`src/rtl/adder_pipe_initiator_pkg.sv`:
```
// Shared definitions for the adder_pipe_initiator block.
//   state_e  : initiator FSM state (RUN / ERR)
//   W_DEF    : default operand/result width
//   MCNT_W   : width of the saturating mismatch counter
//   ADDER_INC: constant the downstream adder adds to a + b
//   cnt_w()  : width needed to hold an occupancy count 0..depth
package adder_pipe_initiator_pkg;

    typedef enum logic [0:0] {
        ST_RUN = 1'b0,
        ST_ERR = 1'b1
    } state_e;

    localparam int W_DEF     = 16;
    localparam int MCNT_W    = 8;
    localparam int ADDER_INC = 1;

    function automatic int cnt_w(input int depth);
        return $clog2(depth + 1);
    endfunction

endpackage

```
`src/rtl/adder_pipe_initiator_fifo.sv`:
```
// First-word-fall-through synchronous FIFO.
//   clk, rst_n : clock, asynchronous active-low reset
//   flush_i    : empties the FIFO (wins over a same-cycle push/pop)
//   push_i     : write wdata_i when not full
//   wdata_i    : write data
//   pop_i      : drop the head entry when not empty
//   rdata_o    : head entry, valid whenever empty_o is low
//   full_o     : count == DEPTH
//   empty_o    : count == 0
//   count_o    : current occupancy
module sync_fifo_fwft
    import adder_pipe_initiator_pkg::*;
#(
    parameter int WIDTH = 16,
    parameter int DEPTH = 4,
    localparam int CW   = cnt_w(DEPTH)
) (
    input  logic             clk,
    input  logic             rst_n,
    input  logic             flush_i,
    input  logic             push_i,
    input  logic [WIDTH-1:0] wdata_i,
    input  logic             pop_i,
    output logic [WIDTH-1:0] rdata_o,
    output logic             full_o,
    output logic             empty_o,
    output logic [CW-1:0]    count_o
);

    localparam int PW = (DEPTH > 1) ? $clog2(DEPTH) : 1;

    logic [WIDTH-1:0] mem_q [DEPTH];
    logic [PW-1:0]    wr_ptr_q;
    logic [PW-1:0]    rd_ptr_q;
    logic [CW-1:0]    count_q;
    logic             do_push;
    logic             do_pop;

    // Pointers wrap explicitly so DEPTH need not be a power of two.
    function automatic logic [PW-1:0] ptr_inc(input logic [PW-1:0] p);
        return (p == PW'(DEPTH - 1)) ? '0 : p + 1'b1;
    endfunction

    assign full_o  = (count_q == CW'(DEPTH));
    assign empty_o = (count_q == '0);
    assign count_o = count_q;
    assign rdata_o = mem_q[rd_ptr_q];
    assign do_push = push_i && !full_o;
    assign do_pop  = pop_i && !empty_o;

    always_ff @(posedge clk or negedge rst_n) begin
        if (!rst_n) begin
            wr_ptr_q <= '0;
            rd_ptr_q <= '0;
            count_q  <= '0;
        end else if (flush_i) begin
            wr_ptr_q <= '0;
            rd_ptr_q <= '0;
            count_q  <= '0;
        end else begin
            if (do_push) wr_ptr_q <= ptr_inc(wr_ptr_q);
            if (do_pop)  rd_ptr_q <= ptr_inc(rd_ptr_q);
            count_q <= count_q + CW'(do_push) - CW'(do_pop);
        end
    end

    // Storage needs no reset: entries are only observed once counted in.
    always_ff @(posedge clk) begin
        if (do_push && !flush_i) mem_q[wr_ptr_q] <= wdata_i;
    end

endmodule

```
`src/rtl/adder_pipe_initiator.sv`:
```
// Initiator/checker for a pipelined a + b + 1 adder.
//   clk, rst_n        : clock, asynchronous active-low reset
//   cmd_valid/ready   : upstream command port, operands cmd_a / cmd_b
//   start, a, b       : one-cycle issue pulse and operands to the adder
//   y, valid          : adder result return
//   rsp_valid/ready   : downstream FWFT response port, rsp_data / rsp_mismatch
//   mismatch_cnt      : saturating count of results differing from prediction
//   err_unexp         : sticky, result returned with nothing outstanding
//   err_timeout       : sticky, outstanding result older than TMO cycles
//   clr_err           : synchronous clear of errors/counter, leaves ERR
//   dbg_state         : current FSM state
//
// Handshakes: a transfer happens on a rising clk edge where valid and ready
// are both high; ready never depends combinationally on the partner's valid,
// and a source holds valid/data stable until the transfer occurs.
module adder_pipe_initiator
    import adder_pipe_initiator_pkg::*;
#(
    parameter int W     = W_DEF,
    parameter int DEPTH = 4,
    parameter int TMO   = 8
) (
    input  logic              clk,
    input  logic              rst_n,
    input  logic              cmd_valid,
    output logic              cmd_ready,
    input  logic [W-1:0]      cmd_a,
    input  logic [W-1:0]      cmd_b,
    output logic              start,
    output logic [W-1:0]      a,
    output logic [W-1:0]      b,
    input  logic [W-1:0]      y,
    input  logic              valid,
    output logic              rsp_valid,
    input  logic              rsp_ready,
    output logic [W-1:0]      rsp_data,
    output logic              rsp_mismatch,
    output logic [MCNT_W-1:0] mismatch_cnt,
    output logic              err_unexp,
    output logic              err_timeout,
    input  logic              clr_err,
    output state_e            dbg_state
);

    localparam int CW = cnt_w(DEPTH);
    localparam int AW = $clog2(TMO + 1);

    state_e            state_q;
    logic              start_q;
    logic [W-1:0]      a_q;
    logic [W-1:0]      b_q;
    logic [MCNT_W-1:0] mcnt_q, mcnt_d;
    logic [AW-1:0]     age_q, age_d;
    logic              err_unexp_q;
    logic              err_timeout_q;

    logic [CW-1:0]     inflight;
    logic [CW-1:0]     rsp_count;
    logic [CW:0]       used;
    logic [W-1:0]      exp_sum;
    logic [W-1:0]      exp_head;
    logic              exp_empty, exp_full;
    logic [W:0]        rsp_head;
    logic              rsp_empty, rsp_full;
    logic              accept, ret, unexp, mism, timeout, rsp_pop;

    // The expectation FIFO holds exactly one entry per outstanding issue,
    // so its occupancy is the in-flight count.
    assign used      = {1'b0, inflight} + {1'b0, rsp_count};
    assign cmd_ready = (state_q == ST_RUN) && (used != (CW+1)'(DEPTH));
    assign accept    = cmd_valid && cmd_ready;
    assign ret       = valid && !exp_empty;
    assign unexp     = valid && exp_empty;
    assign exp_sum   = cmd_a + cmd_b + W'(ADDER_INC);
    assign mism      = (y != exp_head);
    // A return in the same cycle proves the head is alive, so it suppresses timeout.
    assign timeout   = (inflight != '0) && !ret && (age_q == AW'(TMO - 1));
    assign rsp_valid = !rsp_empty;
    assign rsp_pop   = rsp_valid && rsp_ready;

    sync_fifo_fwft #(.WIDTH(W), .DEPTH(DEPTH)) u_exp_fifo (
        .clk     (clk),
        .rst_n   (rst_n),
        .flush_i (timeout),
        .push_i  (accept && !exp_full),
        .wdata_i (exp_sum),
        .pop_i   (ret),
        .rdata_o (exp_head),
        .full_o  (exp_full),
        .empty_o (exp_empty),
        .count_o (inflight)
    );

    sync_fifo_fwft #(.WIDTH(W + 1), .DEPTH(DEPTH)) u_rsp_fifo (
        .clk     (clk),
        .rst_n   (rst_n),
        .flush_i (1'b0),
        .push_i  (ret && !rsp_full),
        .wdata_i ({mism, y}),
        .pop_i   (rsp_pop),
        .rdata_o (rsp_head),
        .full_o  (rsp_full),
        .empty_o (rsp_empty),
        .count_o (rsp_count)
    );

    // Head storage is not reset, so the data path is gated while empty.
    assign rsp_data     = rsp_valid ? rsp_head[W-1:0] : '0;
    assign rsp_mismatch = rsp_valid && rsp_head[W];

    always_comb begin
        age_d = age_q;
        if (timeout || ret || (accept && inflight == '0)) begin
            age_d = '0;
        end else if (inflight != '0) begin
            age_d = age_q + 1'b1;
        end
    end

    // A clear coinciding with a new mismatch still counts that mismatch.
    always_comb begin
        mcnt_d = clr_err ? '0 : mcnt_q;
        if (ret && mism && mcnt_d != '1) begin
            mcnt_d = mcnt_d + 1'b1;
        end
    end

    always_ff @(posedge clk or negedge rst_n) begin
        if (!rst_n) begin
            state_q       <= ST_RUN;
            start_q       <= 1'b0;
            a_q           <= '0;
            b_q           <= '0;
            mcnt_q        <= '0;
            age_q         <= '0;
            err_unexp_q   <= 1'b0;
            err_timeout_q <= 1'b0;
        end else begin
            start_q <= accept;
            if (accept) begin
                a_q <= cmd_a;
                b_q <= cmd_b;
            end
            mcnt_q <= mcnt_d;
            age_q  <= age_d;

            if (unexp)        err_unexp_q <= 1'b1;
            else if (clr_err) err_unexp_q <= 1'b0;

            if (timeout)      err_timeout_q <= 1'b1;
            else if (clr_err) err_timeout_q <= 1'b0;

            case (state_q)
                ST_RUN:  if (timeout) state_q <= ST_ERR;
                ST_ERR:  if (clr_err) state_q <= ST_RUN;
                default: state_q <= ST_RUN;
            endcase
        end
    end

    assign start        = start_q;
    assign a            = a_q;
    assign b            = b_q;
    assign mismatch_cnt = mcnt_q;
    assign err_unexp    = err_unexp_q;
    assign err_timeout  = err_timeout_q;
    assign dbg_state    = state_q;

endmodule

```
`config.mk`:
```
export PLATFORM = sky130hd
export DESIGN_NAME = adder_pipe_initiator
export DESIGN_NICKNAME = d
export VERILOG_FILES = /design/src/rtl/adder_pipe_initiator_pkg.sv /design/src/rtl/adder_pipe_initiator_fifo.sv /design/src/rtl/adder_pipe_initiator.sv
export SDC_FILE = /design/constraint.sdc
export NUM_CORES = 1
export LEC_CHECK = 0
export CAP_MARGIN = 20
export CORE_AREA = 2 2 143 145
export DETAILED_ROUTE_END_ITERATION = 6
export DIE_AREA = 0 0 145 147
export GPL_ROUTABILITY_DRIVEN = 0
export PLACE_DENSITY = 0.7
export SETUP_SLACK_MARGIN = 0.5
export SYNTH_ARGS = -nofsm -noshare
export SYNTH_HDL_FRONTEND = slang
export SYNTH_SLANG_ARGS = --single-unit
export TNS_END_PERCENT = 5
```
`constraint.sdc`:
```
create_clock -name clk -period 3 [get_ports clk]
set_clock_uncertainty 0.1 [all_clocks]
set_input_delay 0.45 -clock clk [delete_from_list [all_inputs] [get_ports clk]]
set_output_delay 0.45 -clock clk [all_outputs]
set_load 0.01 [all_outputs]
```
==> impl_metrics.yaml <==
layout:
  fillCellCount: 1544
  design_area_um2: 11300
  num_antenna_cells: 0
  syn_to_final_growth_pct: 29.1
  nNetsFinal: 876
  drive_gt1_share_pct: 16.9
power:
  vdd_drop_max_uv: 467
  p_per_area_nw_per_um2: 944
  p_leak_nw: 4.38
yosys:
  ys.flop_type: "edfxtp_1"
  ys_seq_area_share_pct: 63.0
  synth_top_cell_area_share_pct: 45.3
  synth_edf_count: 132
  synthTopCellsByCount: "132 x edfxtp_1, 112 x nand2_1, 62 x dfrtp_1, 34 x ha_1, 33 x mux4_2"
  yosys.area.top_type: "edfxtp_1"
  ys_types: 54
  post-synth-top-count-cell: "edfxtp_1"
  synth-async-reset-ratio_pct: 32.0
  netlist_instances: 628
  synth_nets: 720
  ys_warn_count: 0
  ys_ff_latch: 194
  synth.avg_cell_area_um2: 13.9
  synthTopCellsByArea: "edfxtp_1 45%, dfrtp_1 18%, mux4_2 8.5%, ha_1 4.9%, nand2_1 4.8%"
  synth_area_um2: 8750
detailed_routing:
  routedWlPerCell_um: 16.9
  dr.first_iter.drc_count: 311
  wl_um: 18000
  avgViaCountPerCell: 5.12
  vias: 5463
  ant_nets: 0
  drt_first_pass_iters: 7
  remaining_drc_errors: 0
timing:
  tightest_slew_ns: 0.599
  setup_violations: 0
  finalMaxSlewViolations: 0
  max_freq_mhz: 354
  timing.slew.headroom_pct: 59.7
  fin_crit_sh_pct: 94.1
  hold_viol_final: 0
  holdWs_ns: 0.378
  finalCriticalPeriod_ns: 2.82
  rsz0062_at_grt: "true"
  timing.setup.tns_ns: 0
job:
  maxCapViolations: 0
die:
  io_pins: 117
  die_w_um: 145
  core_um2: 19800
  die_area_um2: 21300
  start_util_pct: 44.1
  die_h_um: 147
  placement_rows: 52
critical_path:
  end_kind: "flip-flop"
  worstPathRequired_ns: 3.22
  cp_num_buf_inv: 3
  path_cells: "ha_2 -> inv_2 -> fa_2 -> a311o_1 -> a31o_2 -> inv_1 -> ha_1 -> inv_2 -> fa_2 -> xnor2_2 -> xnor2_1 -> nor2_1"
  cp_slowest_stage_delay_ns: 0.43
  path_delay_family: "adder cells"
  cp_max_fo: 3
  criticalPathCategory: "flip-flop to flip-flop"
  slowest_stage: "fa_2"
  cp.arrival_ns: 3.04
  critical_path.startpoint_type: "flip-flop"
global_route:
  grt_max_degree: 50
  grt_pass1_vias: 5698
  antenna_found_initial: 0
  grt_usage_pct: 17.2
  grt_pass1_wl_um: 28600
  overflow: 0
hold_path:
  min_path_type: "flip-flop to flip-flop"
clocking:
  clock_latency_ns: 0.43
  clk_pin_slew_worst_paths_ns: 0.07
  max-clock-path-buffers: 2
  cts-root-buf: "clkbuf_16"
  cts_max_level: 4
  cts_tree: "built"
  cts_made_buffers: 17
  cts.sinks: 194
place:
  dp_hpwl_um: 12400
  portBuffers: 116
  dpl_cell_area_um2: 10500
outcome:
  status: "finished, final reports clean"
## sequential cells by signal, indices dropped and copies added, names as in the netlist, 3 cells and up
register            cells
u_rsp_fifo.mem_q       68
u_exp_fifo.mem_q       64
a                      16
b                      16
mismatch_cnt            8
age_q                   4
u_exp_fifo.count_o      3
u_rsp_fifo.count_o      3
## final timing paths
path	slack (ns)	end	startpoint	cells past startpoint
worst min-delay path	0.38	b[12]	b[12]	2
worst min register to register	0.38	b[12]	b[12]	2
min in group asynchronous	0.41	a[1]	rst_n	2
worst max register to register	0.18	u_exp_fifo.count_o[2]	u_exp_fifo.count_o[0]	12
max in group asynchronous	1.78	u_exp_fifo.count_o[1]	rst_n	3
worst max-delay path	0.18	u_exp_fifo.count_o[2]	u_exp_fifo.count_o[0]	12
## worst register-to-register path, delay by kind of cell (launching register included)
family	cells	cell delay (ns)
compound gates	2	0.58
xor+xnor	2	0.28
fa+ha+maj	4	1.14
buf+inv	3	0.14
flops	1	0.41
simple gates	1	0.06
## where the power goes
| part | internal [W] | total [W] | leakage (nW) | switching, W |
|---|---|---|---|---|
| combinational | 0.00231 | 0.00424 | 2.12 | 0.00194 |
| clock | 0.00132 | 0.00230 | 0.283 | 0.000981 |
| sequential | 0.00370 | 0.00412 | 1.97 | 0.000413 |
## repair_timing
action / in CTS / in global routing
hold buffers: 0 / 1
endpoints found under the hold margin: 0 / 18
cloned: 2 / 1
buffers inserted: 6 / 2
endpoints found under the setup margin: 148 / 163
pin swaps: 7 / 3
resized for setup: 26 / 4
## placed cells by master (no fill, tap or decap), drive strengths merged, types with 4 or more instances in the layout
cell type and n:
clkinvlp 5, or3 6, nor4 4, a31oi 4, a211oi 4, dfrtp 62, clkbuf 18, o31ai 4
xor2 4, and3 4, xnor2 31, o21ai 9, mux4 33, inv 31, a21oi 7, ha 34
nor2b 7, buf 41, clkinv 5, nor2 28, and2 27, mux2 7, nand4 5, nor3 9
edfxtp 132, clkdlybuf4s50 109, nand3 11, fa 4, nand2 112
## kinds of logic after synthesis
logic type	count (synthesis)	share of synthesized area, %
xor gates and xnor gates	35	3.50
DFF	194	63.0
buffers and inverters	48	2.25
muxes	43	9.74
and+or+nand+nor	225	12.2
AOI/OAI and AO/OA	45	3.50
adders and majority gates	38	5.78
## per-stage QoR
step,instances,power [W],setup slack (ns),util [%]
finish,1067,0.0107,0.178,56.9
global route,1067,0.0113,0.0571,56.9
CTS,1062,0.0107,0.104,56.5
detailed placement,1022,0.00819,-0.161,52.8
global placement,1022,0.00801,-0.0779,52.8
floorplan,628,0.00643,0.174,-
## per-layer routing
metal | part of all wire [%] | GRT usage [%] | vias to the layer above
met4 | 1.5 | 5.64 | 0
met3 | 4.8 | 3.76 | 21
met2 | 50 | 29.2 | 162
li1 | - | - | 2594
met1 | 44 | 22.2 | 2686
met5 | 0 | 0 | -
## cell type report
type                    count  area (µm²)  area share (%)
well taps                 270         338            2.99
inverters                  29         113           0.997
clock buffers              17         425            3.77
multi-input cells         386        3110            27.5
clock inverters            15         180            1.60
repair buffers            156        1610            14.2
flip-flops and latches    194        5520            48.9
Note: power is estimated with default switching activity, not from simulation.
